--- src/rtl/io_port_responder.sv ---
`default_nettype none
// ============================================================================
// Module      : io_port_responder
// Description : Memory-mapped I/O responder. Three read/write output
//               registers, two debounced input ports and a sticky
//               change-status register with write-one-to-clear.
// Revision    : 1.0 - initial release
// ============================================================================
module io_port_responder #(
    parameter int DEBOUNCE_CYCLES = 4
) (
    input  logic        mem_clock,
    input  logic        resetn,
    input  logic [31:0] addr,
    input  logic [31:0] wdata,
    input  logic        we,
    output logic [31:0] rd_data,
    input  logic [31:0] in_port0,
    input  logic [31:0] in_port1,
    output logic [31:0] out_port0,
    output logic [31:0] out_port1,
    output logic [31:0] out_port2
);

    // Word offsets within the I/O window (addr[6:2], with addr[7] = 1)
    localparam logic [4:0] c_off_out0   = 5'b00000;   // 0x80
    localparam logic [4:0] c_off_out1   = 5'b00001;   // 0x84
    localparam logic [4:0] c_off_out2   = 5'b00010;   // 0x88
    localparam logic [4:0] c_off_in0    = 5'b10000;   // 0xC0
    localparam logic [4:0] c_off_in1    = 5'b10001;   // 0xC4
    localparam logic [4:0] c_off_status = 5'b10010;   // 0xC8

    // Counter saturation value; DEBOUNCE_CYCLES never exceeds 255
    localparam logic [7:0] c_cnt_max = 8'(DEBOUNCE_CYCLES - 1);

    logic        w_io;
    logic [4:0]  w_sel;
    logic        w_wr;
    logic [1:0]  w_clr;
    logic [1:0]  w_commit;
    logic [1:0][31:0] w_in;
    logic [1:0][31:0] w_stable;

    logic [31:0] r_out0;
    logic [31:0] r_out1;
    logic [31:0] r_out2;
    logic [1:0]  r_status;

    assign w_io   = addr[7];
    assign w_sel  = addr[6:2];
    assign w_wr   = we & w_io;
    assign w_clr  = (w_wr && (w_sel == c_off_status)) ? wdata[1:0] : 2'b00;
    assign w_in[0] = in_port0;
    assign w_in[1] = in_port1;

    // Per-port synchronizer and whole-word debouncer
    for (genvar i = 0; i < 2; i++) begin : g_port
        logic [31:0] r_sync1;
        logic [31:0] r_sync2;
        logic [31:0] r_cand;
        logic [31:0] r_stable;
        logic [7:0]  r_cnt;

        // Two-flop synchronizer followed by candidate/count/stable update
        always_ff @(posedge mem_clock or negedge resetn) begin
            if (!resetn) begin
                r_sync1  <= '0;
                r_sync2  <= '0;
                r_cand   <= '0;
                r_stable <= '0;
                r_cnt    <= '0;
            end else begin
                r_sync1 <= w_in[i];
                r_sync2 <= r_sync1;
                if (r_sync2 != r_cand) begin
                    r_cand <= r_sync2;
                    r_cnt  <= '0;
                end else if (r_cnt < c_cnt_max) begin
                    r_cnt <= r_cnt + 8'd1;
                end else if (r_stable != r_cand) begin
                    r_stable <= r_cand;
                end
            end
        end

        // A commit happens on exactly the edge the stable value is loaded
        assign w_commit[i] = (r_sync2 == r_cand) && (r_cnt >= c_cnt_max) &&
                             (r_stable != r_cand);
        assign w_stable[i] = r_stable;
    end

    // Output registers and sticky status; a same-edge set beats the clear
    always_ff @(posedge mem_clock or negedge resetn) begin
        if (!resetn) begin
            r_out0   <= '0;
            r_out1   <= '0;
            r_out2   <= '0;
            r_status <= '0;
        end else begin
            if (w_wr && (w_sel == c_off_out0)) r_out0 <= wdata;
            if (w_wr && (w_sel == c_off_out1)) r_out1 <= wdata;
            if (w_wr && (w_sel == c_off_out2)) r_out2 <= wdata;
            r_status <= (r_status & ~w_clr) | w_commit;
        end
    end

    assign out_port0 = r_out0;
    assign out_port1 = r_out1;
    assign out_port2 = r_out2;

    // Zero-latency read mux; anything outside the decoded window reads 0
    always_comb begin
        rd_data = '0;
        if (w_io) begin
            case (w_sel)
                c_off_out0:   rd_data = r_out0;
                c_off_out1:   rd_data = r_out1;
                c_off_out2:   rd_data = r_out2;
                c_off_in0:    rd_data = w_stable[0];
                c_off_in1:    rd_data = w_stable[1];
                c_off_status: rd_data = {30'b0, r_status};
                default:      rd_data = '0;
            endcase
        end
    end

endmodule
`default_nettype wire

--- config.mk ---
export PLATFORM = sky130hd
export DESIGN_NAME = io_port_responder
export DESIGN_NICKNAME = d
export VERILOG_FILES = /design/src/rtl/io_port_responder.sv
export SDC_FILE = /design/constraint.sdc
export NUM_CORES = 1
export LEC_CHECK = 0
export CORE_MARGIN = 5
export CORE_UTILIZATION = 38
export CTS_BUF_LIST = sky130_fd_sc_hd__clkbuf_8
export CTS_CLUSTER_DIAMETER = 30
export DETAILED_ROUTE_END_ITERATION = 8
export PLACE_DENSITY_LB_ADDON = 0.1
export SYNTH_ARGS = -nofsm -noshare
export SYNTH_HDL_FRONTEND = slang
export SYNTH_SLANG_ARGS = --single-unit
export TNS_END_PERCENT = 50
--- constraint.sdc ---
create_clock -name mem_clock -period 4.55 [get_ports mem_clock]
set_input_delay 0.6825 -clock mem_clock [delete_from_list [all_inputs] [get_ports mem_clock]]
set_output_delay 0.6825 -clock mem_clock [all_outputs]
set_load 0.05 [all_outputs]
== Word-level counts from Yosys, hierarchy flattened ==
Index checks and enable logic that the tools add are counted.

* Flip-flop bits (word level): 370
* Latch bits: 0
* RAM bits: 0
* ROM bits: 0
* Bits of input ports: 131
* Output and inout port bits: 128
* Word-level logic and storage cells: 59
* Memories kept: 0

* Add/subtract/negate cells: 2
* Multiply operators: 0
* Div/mod/pow operators: 0
* Magnitude comparators: 4
* Equality and inequality tests: 11
* Shift operators: 0
* Muxes and demuxes: 7
* Bitwise logic cells: 8
* Reduce and logical (&&, ||, !) cells: 13

{| class="wikitable"
|+ Operators by type and width
! operator !! count
|-
| 32-bit one-hot mux with 6 select lines || 1
|-
| 32-bit inequality test || 4
|-
| 32-bit == test || 2
|-
| 32-bit 2-to-1 mux || 1
|-
| 8-bit 2-to-1 mux || 4
|-
| 8-bit by 1-bit adder with 8-bit output (second input constant) || 2
|-
| 8-bit by 2-bit >= comparator with 1-bit output (second input constant) || 2
|-
| 8-bit by 2-bit < comparator with 1-bit output (second input constant) || 2
|-
| 5-bit == test (second input constant) || 3
|-
| 1-bit logical AND || 8
|-
| 3-bit AND reduction || 2
|-
| 5-bit by 1-bit == test with 1-bit output (second input constant) || 1
|-
| 5-bit by 2-bit == test with 1-bit output (second input constant) || 1
|-
| 5-bit zero test || 1
|-
| 1-bit inverter || 4
|-
| 2-bit nonzero test || 2
|-
| 2-bit AND || 1
|-
| 2-bit 2-to-1 mux || 1
|-
| 2-bit inverter || 1
|-
| 2-bit OR || 1
|-
| 1-bit AND || 1
|}

== Logic depth before layout (Yosys ltp) ==
* Depth in word-level cells: 6
* Mapped depth: 7
* Gate-level depth less buffers: 6

== Worst setup path after synthesis ==
Ideal clock, no wire load.

* Path type: input to output
* Start point: input port addr[5]
* End point: output port rd_data[10]
* Arrival: 2,572 ps
* Required time: 3,868 ps
* Setup slack: 1,295 ps
* Stages on the path: 6
* Buffers on the path: 1
* Cell sequence: nor2_1 nand2_1 nor3b_1 clkbuf_1 a22oi_1 a31oi_1

* Longest elaborated chain between the ends: 3
* Elaborated cells between the ends (all ways): 8
* Classes of those cells: eq/ne (5); mux (2); reduce/logical (1)

{| class="wikitable"
|+ RTL lines
! element !! line !! RTL
|-
| start, declared || 14 || <nowiki>input logic [31:0] addr,</nowiki>
|-
| 5-bit == test (tied with other cells) || 115 || <nowiki>case (w_sel)</nowiki>
|-
| 32-bit one-hot mux with 6 select lines (*) || 115 ||
|-
| 32-bit 2-to-1 mux (*) || 114 || <nowiki>if (w_io) begin</nowiki>
|-
| end, declared || 17 || <nowiki>output logic [31:0] rd_data,</nowiki>
|}

Every way passes the cells marked *; elsewhere a longest branch is shown, timed or not.

== Worst setup path after layout ==
* Start point: input port addr[3]
* End point: output port rd_data[5]

The elaborated chain is that of the path after synthesis.

==> summary.txt <==
Detailed routing
  – Vias per inst: roughly 5
  – Number of DRC violations after detailed routing: 0
  – Final antenna-violating net count: 0
  – Drt total wl: between 40000 and 50000 um
  – Detailed Route Iter0 Violations: about 370
  – Via count: approximately 8800
  – Length of the first detailed-routing pass in iterations: 4
  – Average detailed-routed wire length per instance: approximately 22 um

STA
  – Final Hold Vio Count: 0
  – Final Max Tran Viols: 0
  – Worst slew pin tran: 0.953 ns
  – Hold slack: approximately 0.14 ns
  – RSZ-0062 raised after global routing: no
  – Tmin final: 3.70 ns
  – Relative slew slack: 35.9%
  – Fin Clk Skew: 0.0192 ns
  – Maximum clock frequency: 0.271 GHz
  – Period utilization: 81.2%
  – Worst Slack Setup Final: roughly 0.85 ns
  – # setup viols final: 0
  – Final TNS setup: 0 ns

GRT
  – Antenna violations before repair: 2
  – Remaining global-route overflow: 0
  – Via count of the first global-routing pass: a little under 10000
  – Largest net degree at the start of global routing: 113
  – Global-route wire length before repair: 60400 um
  – Overall fraction of global-route tracks in use: 19.4%

Logic synthesis
  – Unique cell type count in the Yosys netlist: 29
  – Synthesized flop and latch total: 370
  – Summed instance area of the synthesized netlist: 14300 um^2
  – Synthesized Nets: about 1100
  – Mapped Cells: 984
  – Yosys synthesis warning count: 0
  – Fraction of the yosys area taken by sequential cells: 64.8%
  – Post-synthesis average cell area: about 15 um^2

Floorplan
  – Top-level port count: 259
  – Number of placement rows: 71
  – Die Y-Extent: 204 um
  – Core Box Area: 37400 um^2
  – Width of the chip: between 200 and 250 um
  – Overall die area: 41500 um^2
  – Starting density of the core: 38.2%

Clocking
  – CTS HTree Levels: 3
  – Resized cells post-CTS: 0
  – Clock sink total: 370
  – Clock transition at the register clock pins on the worst setup and hold paths after CTS: approximately 0.060 ns
  – CTS max path bufs: 3
  – Total clock buffers created by CTS: 85
  – Clock tree from TritonCTS: yes
  – Master cell of the clock root buffer: sky130_fd_sc_hd__clkbuf_8
  – Setup repair bufs after CTS: 0
  – Hold buffers post-CTS: 0
  – Worst-Skew Late Latency: 0.61 ns

Power
  – Tot Pwr: roughly 0.0091 W
  – Max VDD drop: between 0.2 and 0.25 mV
  – Cell leakage power: between 8 and 9 nW
  – Power density over the cells: 469 nW/um^2

Final layout
  – # fillers: 3236
  – Highest-count cells in the layout ignoring fill and taps: sky130_fd_sc_hd__dfrtp_1 (370), sky130_fd_sc_hd__clkdlybuf4s50_1 (199), sky130_fd_sc_hd__xor2_1 (130)
  – Layout cell share with drive strength beyond 1: slightly below 30%
  – Most common cell after layout, fill and taps aside: sky130_fd_sc_hd__dfrtp_1
  – Number of nets in the finished design: 1357
  – Synth-to-Final Area Change: 36.3%
  – Post-Layout Cell Count: between 1500 and 2000

Worst setup path
  – Endpoint arrival time on the critical path: 3.01 ns
  – Startpoint of the most critical setup path: addr[3]
  – Crit-path max cell delay: approximately 0.64 ns
  – Kind of critical path: in -> out
  – Worst Setup End Kind: output port
  – Crit path cell chain: clkdlybuf4s50_1, nand2_1, nand3_1, buf_4, a31oi_1, buf_12
  – Maximum fanout encountered on the critical timing path: 11
  – Slowest stage cell, crit path: sky130_fd_sc_hd__nand3_1
  – Launch instance of the worst register-to-register path: g_port[1].r_stable[11]
  – Launching element type of the critical path: primary input
  – Worst path required time: approximately 3.9 ns

Outcome
  – Outcome: finished clean

Place
  – Worst slack after detailed placement: 0.829 ns
  – Total half-perimeter wirelength after legalization and detailed placement: 27600 um
  – Instance count after placement with tap cells included: 1648
  – Last weighted congestion value of the routability-driven placer: about 0.8
  – Number of I/O port buffers: around 230

Job
  – Count of max-cap constraint violations: 0

Min path
  – Hold crit path type: in -> async
==> path summary, 6_finish.rpt <==
path	end	slack [ns]	cells past startpoint
hold / removal	g_port[1].r_sync1[24]	0.14	1
min in group mem_clock	g_port[0].r_sync2[0]	0.34	0
setup / recovery	rd_data[5]	0.85	6
setup reg to reg	g_port[1].r_stable[15]	1.59	6
max in group asynchronous	out_port1[6]	3.34	2
hold reg to reg	g_port[0].r_sync2[0]	0.34	0
==> sequential cells by signal, indices dropped and copies added (netlist names) <==
name             flops
g_port.r_cand       64
g_port.r_cnt        16
g_port.r_stable     64
g_port.r_sync1      64
g_port.r_sync2      64
out_port0           32
out_port1           32
out_port2           32
r_status             2
==> routing by layer <==
| metal | GRT usage, % | share of wire [%] | up-vias |
|---|---|---|---|
| met4 | 6.77 | 2.4 | 2 |
| li1 | - | - | 3921 |
| met3 | 6.24 | 7.3 | 70 |
| met1 | 27.2 | 46 | 4494 |
| met5 | 0 | 0.017 | - |
| met2 | 28.5 | 44 | 288 |
==> synthesized netlist by cell type <==
| cell type | n | area (um^2) |
|---|---|---|
| sky130_fd_sc_hd__a22oi_1 | 66 | 495 |
| sky130_fd_sc_hd__a31oi_1 | 32 | 200 |
| sky130_fd_sc_hd__and2_1 | 2 | 12.5 |
| sky130_fd_sc_hd__and2_2 | 10 | 75.1 |
| sky130_fd_sc_hd__and3_1 | 2 | 12.5 |
| sky130_fd_sc_hd__and3b_1 | 1 | 8.76 |
| sky130_fd_sc_hd__buf_2 | 5 | 25.0 |
| sky130_fd_sc_hd__buf_6 | 6 | 67.6 |
| sky130_fd_sc_hd__clkbuf_1 | 89 | 334 |
| sky130_fd_sc_hd__dfrtp_1 | 370 | 9260 |
| sky130_fd_sc_hd__ha_1 | 2 | 25.0 |
| sky130_fd_sc_hd__inv_1 | 2 | 7.51 |
| sky130_fd_sc_hd__mux2_2 | 98 | 1100 |
| sky130_fd_sc_hd__mux2_4 | 58 | 871 |
| sky130_fd_sc_hd__mux2i_1 | 2 | 20.0 |
| sky130_fd_sc_hd__nand2_1 | 41 | 154 |
| sky130_fd_sc_hd__nand3_1 | 4 | 20.0 |
| sky130_fd_sc_hd__nand4_1 | 6 | 37.5 |
| sky130_fd_sc_hd__nand4_2 | 2 | 25.0 |
| sky130_fd_sc_hd__nor2_1 | 2 | 7.51 |
| sky130_fd_sc_hd__nor2_4 | 2 | 22.5 |
| sky130_fd_sc_hd__nor3_1 | 6 | 30.0 |
| sky130_fd_sc_hd__nor3_2 | 2 | 20.0 |
| sky130_fd_sc_hd__nor3b_1 | 1 | 7.51 |
| sky130_fd_sc_hd__nor3b_2 | 1 | 12.5 |
| sky130_fd_sc_hd__nor4_1 | 34 | 213 |
| sky130_fd_sc_hd__o211ai_4 | 2 | 42.5 |
| sky130_fd_sc_hd__o21ai_0 | 6 | 30.0 |
| sky130_fd_sc_hd__xor2_1 | 130 | 1140 |
==> cell type report <==
type / instances / area, um^2 / area share (%)
inverter: 2 / 7.51 / 0.0386
clock buffer: 105 / 1450 / 7.42
clock inverter: 51 / 601 / 3.09
sequential: 370 / 9260 / 47.6
antenna: 2 / 5.00 / 0.0257
tap: 511 / 639 / 3.28
timing repair buffer: 253 / 2890 / 14.9
multi-input combinational: 512 / 4620 / 23.7
==> logic make-up (layout without fill, tap and decap cells) <==
kind of cell,Yosys count,count (layout),synth area share (%)
AND/OR/NAND/NOR,116,116,4.61
multiplexers,158,158,14.0
other,0,2,0
XOR/XNOR,130,130,7.97
buffers and inverters,102,411,3.04
adder cells (fa/ha/maj),2,2,0.175
AO/OA/AOI/OAI,106,106,5.38
flip-flops,370,370,64.8
==> where the power goes <==
part	leakage, nW	internal [W]	switching [W]	total [W]
clock	1.10	0.00284	0.00155	0.00439
sequential	4.65	0.00350	0.000173	0.00367
combinational	3.12	0.000401	0.000654	0.00105
==> through the flow <==
step           util (%)  instance area, um^2
2_1_floorplan         -                14300
3_3_place_gp       46.6                17400
3_5_place_dp       46.6                17400
4_1_cts            52.0                19500
5_1_grt            52.0                19500
6_report           52.0                19500
==> critical path: cells and delay by family <==
family / cells / cell delay, ns
AND/OR/NAND/NOR: 2 / 0.77
AO/OA/AOI/OAI: 1 / 0.33
buffers and inverters: 3 / 1.22
No activity file was read; power rests on OpenSTA's default activity.
